===== src/rtl/alu_issue_unit.sv =====
// Issue/capture front end for the execute-stage ALU: decodes RV32 opcode/funct fields into
// ALU control codes, one instruction in flight. Optional macro: ALU_ISSUE_BRANCH_TARGET_EN.
module alu_issue_unit #(
  parameter int XLEN = 32
) (
  input  logic            clk,
  input  logic            reset,
  input  logic            in_valid,
  output logic            in_ready,
  input  logic [6:0]      opcode,
  input  logic [2:0]      funct3,
  input  logic            funct7_5,
  input  logic [XLEN-1:0] rs1_val,
  input  logic [XLEN-1:0] rs2_val,
  input  logic [XLEN-1:0] imm,
  input  logic [XLEN-1:0] pc,
  output logic [3:0]      alu_control,
  output logic [XLEN-1:0] alu_operand1,
  output logic [XLEN-1:0] alu_operand2,
  input  logic [XLEN-1:0] alu_result,
  input  logic            alu_zero,
  output logic            out_valid,
  input  logic            out_ready,
  output logic [XLEN-1:0] result,
  output logic            branch_taken,
  output logic            is_branch,
  output logic            illegal,
  output logic [XLEN-1:0] branch_target
);

  typedef enum logic [1:0] {
    S_IDLE = 2'd0,
    S_EXEC = 2'd1,
    S_DONE = 2'd2
  } state_t;

  state_t            r_state;
  logic [3:0]        r_alu_control;
  logic [XLEN-1:0]   r_alu_operand1;
  logic [XLEN-1:0]   r_alu_operand2;
  logic              r_out_valid;
  logic [XLEN-1:0]   r_result;
  logic              r_branch_taken;
  logic              r_is_branch;
  logic              r_illegal;

  logic [3:0]        w_ctrl;
  logic [XLEN-1:0]   w_op2;
  logic              w_is_branch;
  logic              w_illegal;
  logic              w_accept;

  // Opcode/funct translation; unsupported encodings fall back to ADD on rs1/rs2.
  always_comb begin
    w_ctrl      = 4'b0010;
    w_op2       = rs2_val;
    w_is_branch = 1'b0;
    w_illegal   = 1'b0;
    case (opcode)
      7'b0110011: begin
        case (funct3)
          3'b000:  w_ctrl = funct7_5 ? 4'b0110 : 4'b0010;
          3'b111:  w_ctrl = 4'b0000;
          3'b110:  w_ctrl = 4'b0001;
          default: w_illegal = 1'b1;
        endcase
      end
      7'b0010011: begin
        case (funct3)
          3'b000:  begin w_ctrl = 4'b0010; w_op2 = imm; end
          3'b111:  begin w_ctrl = 4'b0000; w_op2 = imm; end
          3'b110:  begin w_ctrl = 4'b0001; w_op2 = imm; end
          default: w_illegal = 1'b1;
        endcase
      end
      7'b0000011, 7'b0100011: w_op2 = imm;
      7'b1100011: begin
        w_is_branch = 1'b1;
        case (funct3)
          3'b000:  w_ctrl = 4'b1000;
          3'b001:  w_ctrl = 4'b1001;
          3'b100:  w_ctrl = 4'b1010;
          3'b101:  w_ctrl = 4'b1011;
          3'b110:  w_ctrl = 4'b1100;
          3'b111:  w_ctrl = 4'b1101;
          default: begin w_is_branch = 1'b0; w_illegal = 1'b1; end
        endcase
      end
      default: w_illegal = 1'b1;
    endcase
  end

  // DONE accepts a new instruction on the same edge it retires the old one.
  assign in_ready = (r_state == S_IDLE) || ((r_state == S_DONE) && out_ready);
  assign w_accept = in_valid && in_ready;

  // Control FSM plus issue and capture registers.
  always_ff @(posedge clk) begin
    if (reset) begin
      r_state        <= S_IDLE;
      r_alu_control  <= 4'b0010;
      r_alu_operand1 <= {XLEN{1'b0}};
      r_alu_operand2 <= {XLEN{1'b0}};
      r_out_valid    <= 1'b0;
      r_result       <= {XLEN{1'b0}};
      r_branch_taken <= 1'b0;
      r_is_branch    <= 1'b0;
      r_illegal      <= 1'b0;
    end else begin
      if (w_accept) begin
        r_alu_control  <= w_ctrl;
        r_alu_operand1 <= rs1_val;
        r_alu_operand2 <= w_op2;
        r_is_branch    <= w_is_branch;
        r_illegal      <= w_illegal;
      end
      case (r_state)
        S_IDLE: begin
          if (in_valid) r_state <= S_EXEC;
        end
        S_EXEC: begin
          r_result       <= alu_result;
          r_branch_taken <= r_is_branch & alu_zero;
          r_out_valid    <= 1'b1;
          r_state        <= S_DONE;
        end
        S_DONE: begin
          if (out_ready) begin
            r_out_valid <= 1'b0;
            r_state     <= in_valid ? S_EXEC : S_IDLE;
          end
        end
        default: begin
          r_out_valid <= 1'b0;
          r_state     <= S_IDLE;
        end
      endcase
    end
  end

`ifdef ALU_ISSUE_BRANCH_TARGET_EN
  logic [XLEN-1:0] r_branch_target;

  // Target computed once at accept so it stays stable through DONE.
  always_ff @(posedge clk) begin
    if (reset) begin
      r_branch_target <= {XLEN{1'b0}};
    end else if (w_accept) begin
      r_branch_target <= pc + imm;
    end else begin
      r_branch_target <= r_branch_target;
    end
  end

  assign branch_target = r_branch_target;
`else
  // Masking keeps pc formally read while the target stays a constant zero.
  assign branch_target = pc & {XLEN{1'b0}};
`endif

  assign alu_control  = r_alu_control;
  assign alu_operand1 = r_alu_operand1;
  assign alu_operand2 = r_alu_operand2;
  assign out_valid    = r_out_valid;
  assign result       = r_result;
  assign branch_taken = r_branch_taken;
  assign is_branch    = r_is_branch;
  assign illegal      = r_illegal;

endmodule


===== config.mk =====
export PLATFORM = sky130hd
export DESIGN_NAME = alu_issue_unit
export DESIGN_NICKNAME = d
export VERILOG_FILES = /design/src/rtl/alu_issue_unit.sv
export SDC_FILE = /design/constraint.sdc
export NUM_CORES = 1
export LEC_CHECK = 0
export ABC_CLOCK_PERIOD_IN_PS = 3600
export CAP_MARGIN = 20
export CORE_MARGIN = 5
export CORE_UTILIZATION = 39
export CTS_CLUSTER_SIZE = 30
export DETAILED_ROUTE_END_ITERATION = 10
export PLACE_DENSITY = 0.88
export RECOVER_POWER = 100
export SLEW_MARGIN = 20
export SYNTH_ARGS = -nofsm -noshare
export SYNTH_HDL_FRONTEND = slang
export SYNTH_SLANG_ARGS = --single-unit

===== constraint.sdc =====
create_clock -name clk -period 3.6 [get_ports clk]
set_clock_uncertainty 0.1 [all_clocks]
set_input_delay 0.72 -clock clk [delete_from_list [all_inputs] [get_ports clk]]
set_output_delay 0.72 -clock clk [all_outputs]
set_load 0.02 [all_outputs]

# Yosys cells after proc, flatten, opt, wreduce, memory -nomap -nowiden
# Cells that the tools add are included.
# W data, S select, Z words.
# totals
register_bits	106
latchBits	0
mem_bits_rw	0
romBits	0
input_bits	176
n_memories	0
# classes
add_sub_neg	0
mul	0
div	0
magnitude_cmp	0
eq_ne	14
shifts	0
mux	18
bitwise_logic	2
reduce_logical	11
# op_table
op	n
$pmux W32 S2	1
$mux W32	1
$pmux W4 S6	1
$eq A7 B6 Y1 const B	2
$eq A3 B3 Y1 const B	4
$pmux W4 S3	1
$pmux W3 S3	1
$eq A7 B2 Y1 const B	1
$eq A7 B5 Y1 const B	1
$eq A7 B7 Y1 const B	1
$mux W1	6
$pmux W1 S3	2
$pmux W2 S3	1
$reduce_or A6 Y1	1
$mux W2	2
$ne A2 B2 Y1 const B	2
$pmux W2 S2	1
$reduce_and A2 Y1	2
$reduce_or A2 Y1	2
$eq A3 B1 Y1 const B	1
$logic_not A3 Y1	1
$mux W3	1
$reduce_or A3 Y1	1
$eq A2 B1 Y1 const B	1
other kinds (6)	7

# Longest topological paths before layout
# depth
ltp_word	4
depth_mapped	7

# Least setup slack after synthesis
# Ideal clock, no wire load.
# synth_timing
kind	input-to-reg
startpoint	input port funct3[1]
endpoint	register r_alu_operand2[10] (netlist: alu_operand2[10])
setup_time_ns	0.144
arrival_ns	2.074
setup_slack_ns	1.282
cell_stages	6
cell_sequence	or3_4 a2111o_1 buf_6 buf_2 a211oi_1 nor4_2
# synth_between
elab_chain_cells	4
# synth_lines
item	line_no	rtl
start, declared	11	input logic [2:0] funct3,
$eq A3 B3 Y1 or $logic_not A3 Y1 (tied branches)	69	case (funct3)
$reduce_or A3 Y1 (no source line) (*)	--	
$mux W32 (*)	69	
$pmux W32 S2 (*)	59	case (opcode)
end signal, assigned	103	r_alu_operand2 <= {XLEN{1'b0}};
end signal, assigned	113	r_alu_operand2 <= w_op2;
end, declared	40	logic [XLEN-1:0] r_alu_operand2;
# Mark *: on every way between the ends. The rest lies on a longest branch, timed or not.
# A chain may end at the register's enable or synchronous reset.

# Final worst setup path
# layout_timing
startpoint	input port out_ready
endpoint	output port in_ready
# layout_between
elab_chain_cells	2
# layout_lines
item	line_no	rtl
start, declared	23	input logic out_ready,
$logic_and A1 B1 Y1	94	assign in_ready = (r_state == S_IDLE) || ((r_state == S_DONE) && out_ready);
$logic_or A1 B1 Y1	94	
end, declared	9	output logic in_ready,
# Every way passes these cells.

==> impl_metrics.ini <==
[setup_path]
path_max_fanout = 4
cp.required_ns = 2.78
worstRegToRegCells = 5
crit-reg2reg-launch = r_state[0]$_SDFFE_PP0P_
worst_setup_path_endpoint = in_ready
worst_ep_arrival_ns = 2.16
setup.worst_path.end_class = primary output
crit_path_start = out_ready
worst-setup-path-type = in2out
critical_path.reg2reg.endpoint = result[2]$_SDFFE_PP0P_
r2r_slack_ns = 1.09
timing.critical_path.from_type = input pin

[drt]
routed_via_density = 4.98
first_pass_iters = 4
antenna_violating_nets_post_route = 0
average_wire_per_standard_cell_um = 15.6
detail_route.iter0.violations = 282
remaining_drc_errors = 0
routed_wirelength_mm = 14.5
route.vias.total = 4655

[sta]
timing.final.max_slew_violations = 0
hold_violations = 0
clock.fmax_mhz = 336
worst_pin_slew_ns = 1.47
fin_crit_ns = 2.98
fin_worst_hold_slack_ns = 0.350
slew_headroom_pct = 2.15
timing.final.crit_share_pct = 82.8
grt_setup_unrepaired = false
fin_tns_setup_ns = 0
finalSetupViolCount = 0

[global_route]
grt_antenna_before_repair = 0
grt_start_max_net_pins = 71
gr-total-overflow = 0
grt_use_total_pct = 19.1
first_global_vias = 4388
grt_first_pass_wirelength_mm = 22.5

[synth]
post_synth_inst_count = 564
synthesis.yosys.warnings = 0
avgSynthCellArea_um2 = 8.44
sequential_fraction_of_the_synthesis_area_pct = 44.6
ys_ff_latch = 106
postSynth.topFlopCell = dfxtp_1
synth-edff-count = 0
syn-cell-area_mm2 = 0.00476
asyncSetResetFlopFracSynth_pct = 0
synth_cell_types = 35

[layout]
register_area_mm2 = 0.00212
fillCellCount = 1062
area_of_combinational_cells_with_multiple_inputs_mm2 = 0.00216
post-route-cell-area_mm2 = 0.00743
area_growth_syn_to_layout_pct = 56.1
finalNetCount = 958
antenna_cells_inserted = 0
utilization_pct = 61.9
drive_above_1_share_pct = 4.96

[placement]
routabilityCongestion = 0.787
placed_cell_area_mm2 = 0.00722
port_buffers = 248
dp_hpwl_mm = 10.5

[power]
power.density_mw_per_mm2 = 413
vdd.ir_drop.worst_mv = 0.311
power_leakage_uw = 0.00303

[clock_network]
clock_path_buffers = 2
tritoncts.num_buffers = 9
htree_num_levels = 3
cts_resized = 0
clkSlewWorstSetupHoldPaths_ns = 0.07
holdBufCountCts = 0
post_cts.repair.setup_buffers = 0
cts_num_sinks = 106
tritoncts_clock_tree = yes
root_buffer = clkbuf_16
worstSkewPairLatency_ns = 0.34

[floorplan]
num_io_pins = 313
die_width_um = 121
dieArea_mm2 = 0.0145
floorplan.rows = 40
die_span_y_um = 121
initial_core_util_pct = 39.6
core-area_mm2 = 0.0120

[min_path]
min_path_type = reg2reg

[status]
status = completed

[job]
max_cap_violation_count = 0
## stage by stage
stage / total power (uW) / instances / setup WS (ns)
final: 3070 / 934 / 0.621
after detailed placement: 2000 / 918 / 0.457
after global routing: 3220 / 934 / 0.492
after global placement: 1990 / 918 / 0.486
after CTS: 3150 / 934 / 0.768
after floorplan: 1660 / 595 / 1.28
## cells in the final DEF (no fill, tap or decap), types with 2 or more instances in the layout
cell type	instances
dfxtp_1	106
and4b_1	31
nor4_1	26
nand2_1	136
clkbuf_1	6
nor3_1	4
nor4_2	8
a21oi_1	69
nor2_1	39
conb_1	32
buf_4	2
clkdlybuf4s50_1	139
bufinv_16	3
a211oi_1	34
dlygate4sd3_1	108
nand3_1	2
inv_1	4
buf_12	4
o211ai_1	2
clkbuf_16	9
a2111oi_0	2
## how the worst min path moves through the flow
stage | startpoint | to | cells past startpoint
final | result[16]$_SDFFE_PP0P_ | result[16]$_SDFFE_PP0P_ | 2
after global routing | branch_taken$_SDFFE_PP0P_ | branch_taken$_SDFFE_PP0P_ | 2
after CTS | alu_operand1[14]$_SDFFE_PP0P_ | alu_operand1[14]$_SDFFE_PP0P_ | 2
after detailed placement | alu_operand1[14]$_SDFFE_PP0P_ | alu_operand1[14]$_SDFFE_PP0P_ | 2
after global placement | branch_taken$_SDFFE_PP0P_ | branch_taken$_SDFFE_PP0P_ | 2
after floorplan | r_state[1]$_SDFFE_PP0P_ | r_state[1]$_SDFFE_PP0P_ | 2
## registers in the layout (all words and copies together) (netlist names)
register and count:
alu_control 4, illegal 1, branch_taken 1, alu_operand1 32, r_state 2, is_branch 1
out_valid 1, alu_operand2 32, result 32
## report_power, final
| group | switching, uW | total [uW] | internal, uW |
|---|---|---|---|
| logic | 332 | 644 | 312 |
| registers | 33.5 | 1280 | 1250 |
| clock network | 439 | 1140 | 705 |
| total | 804 | 3070 | 2270 |
## logic make-up (layout without fill, tap and decap cells)
| group | count (synthesis) | in the layout | share of synthesized area, % |
|---|---|---|---|
| AOI/OAI and AO/OA | 116 | 116 | 15.2 |
| buffers and inverters | 88 | 280 | 10.2 |
| DFF | 106 | 106 | 44.6 |
| other | 1 | 32 | 0.0787 |
| and+or+nand+nor | 253 | 253 | 30.0 |
## per-layer routing
metal	global-route usage [%]	part of all wire, %	wire (um)
met1	22.3	40	5840
met2	33.0	49	7170
met3	6.27	8.8	1280
met4	6.52	1.7	249
met5	0	0	0
## synth_stat cells (2+ instances only)
master	number	area [um^2]
o211ai_1	2	15.0
clkbuf_1	43	161
nor3_1	4	20.0
a21oi_1	69	345
a211oi_1	34	255
and4b_1	31	310
nor4_2	27	338
dfxtp_1	106	2120
buf_6	4	45.0
inv_1	4	15.0
nor2_1	39	146
nor4_1	7	43.8
nand2_1	137	514
a2111oi_0	2	17.5
buf_4	32	240
buf_2	3	15.0
nand3_1	2	10.0
## worst max-delay path, cell delays in order
cell	delay, ns
dlygate4sd3_1	0.60
o21a_1	0.19
dlygate4sd3_1	0.65
## area by class of cell
cell class | instances | share of cell area [%]
Clock buffer | 11 | 3.27
Clock inverter | 5 | 1.48
Inverter | 5 | 0.252
Multi-Input combinational cell | 401 | 29.1
Sequential cell | 106 | 28.5
Tap cell | 147 | 2.47
Timing Repair Buffer | 259 | 34.9
Note: power is estimated with default switching activity, not from simulation.
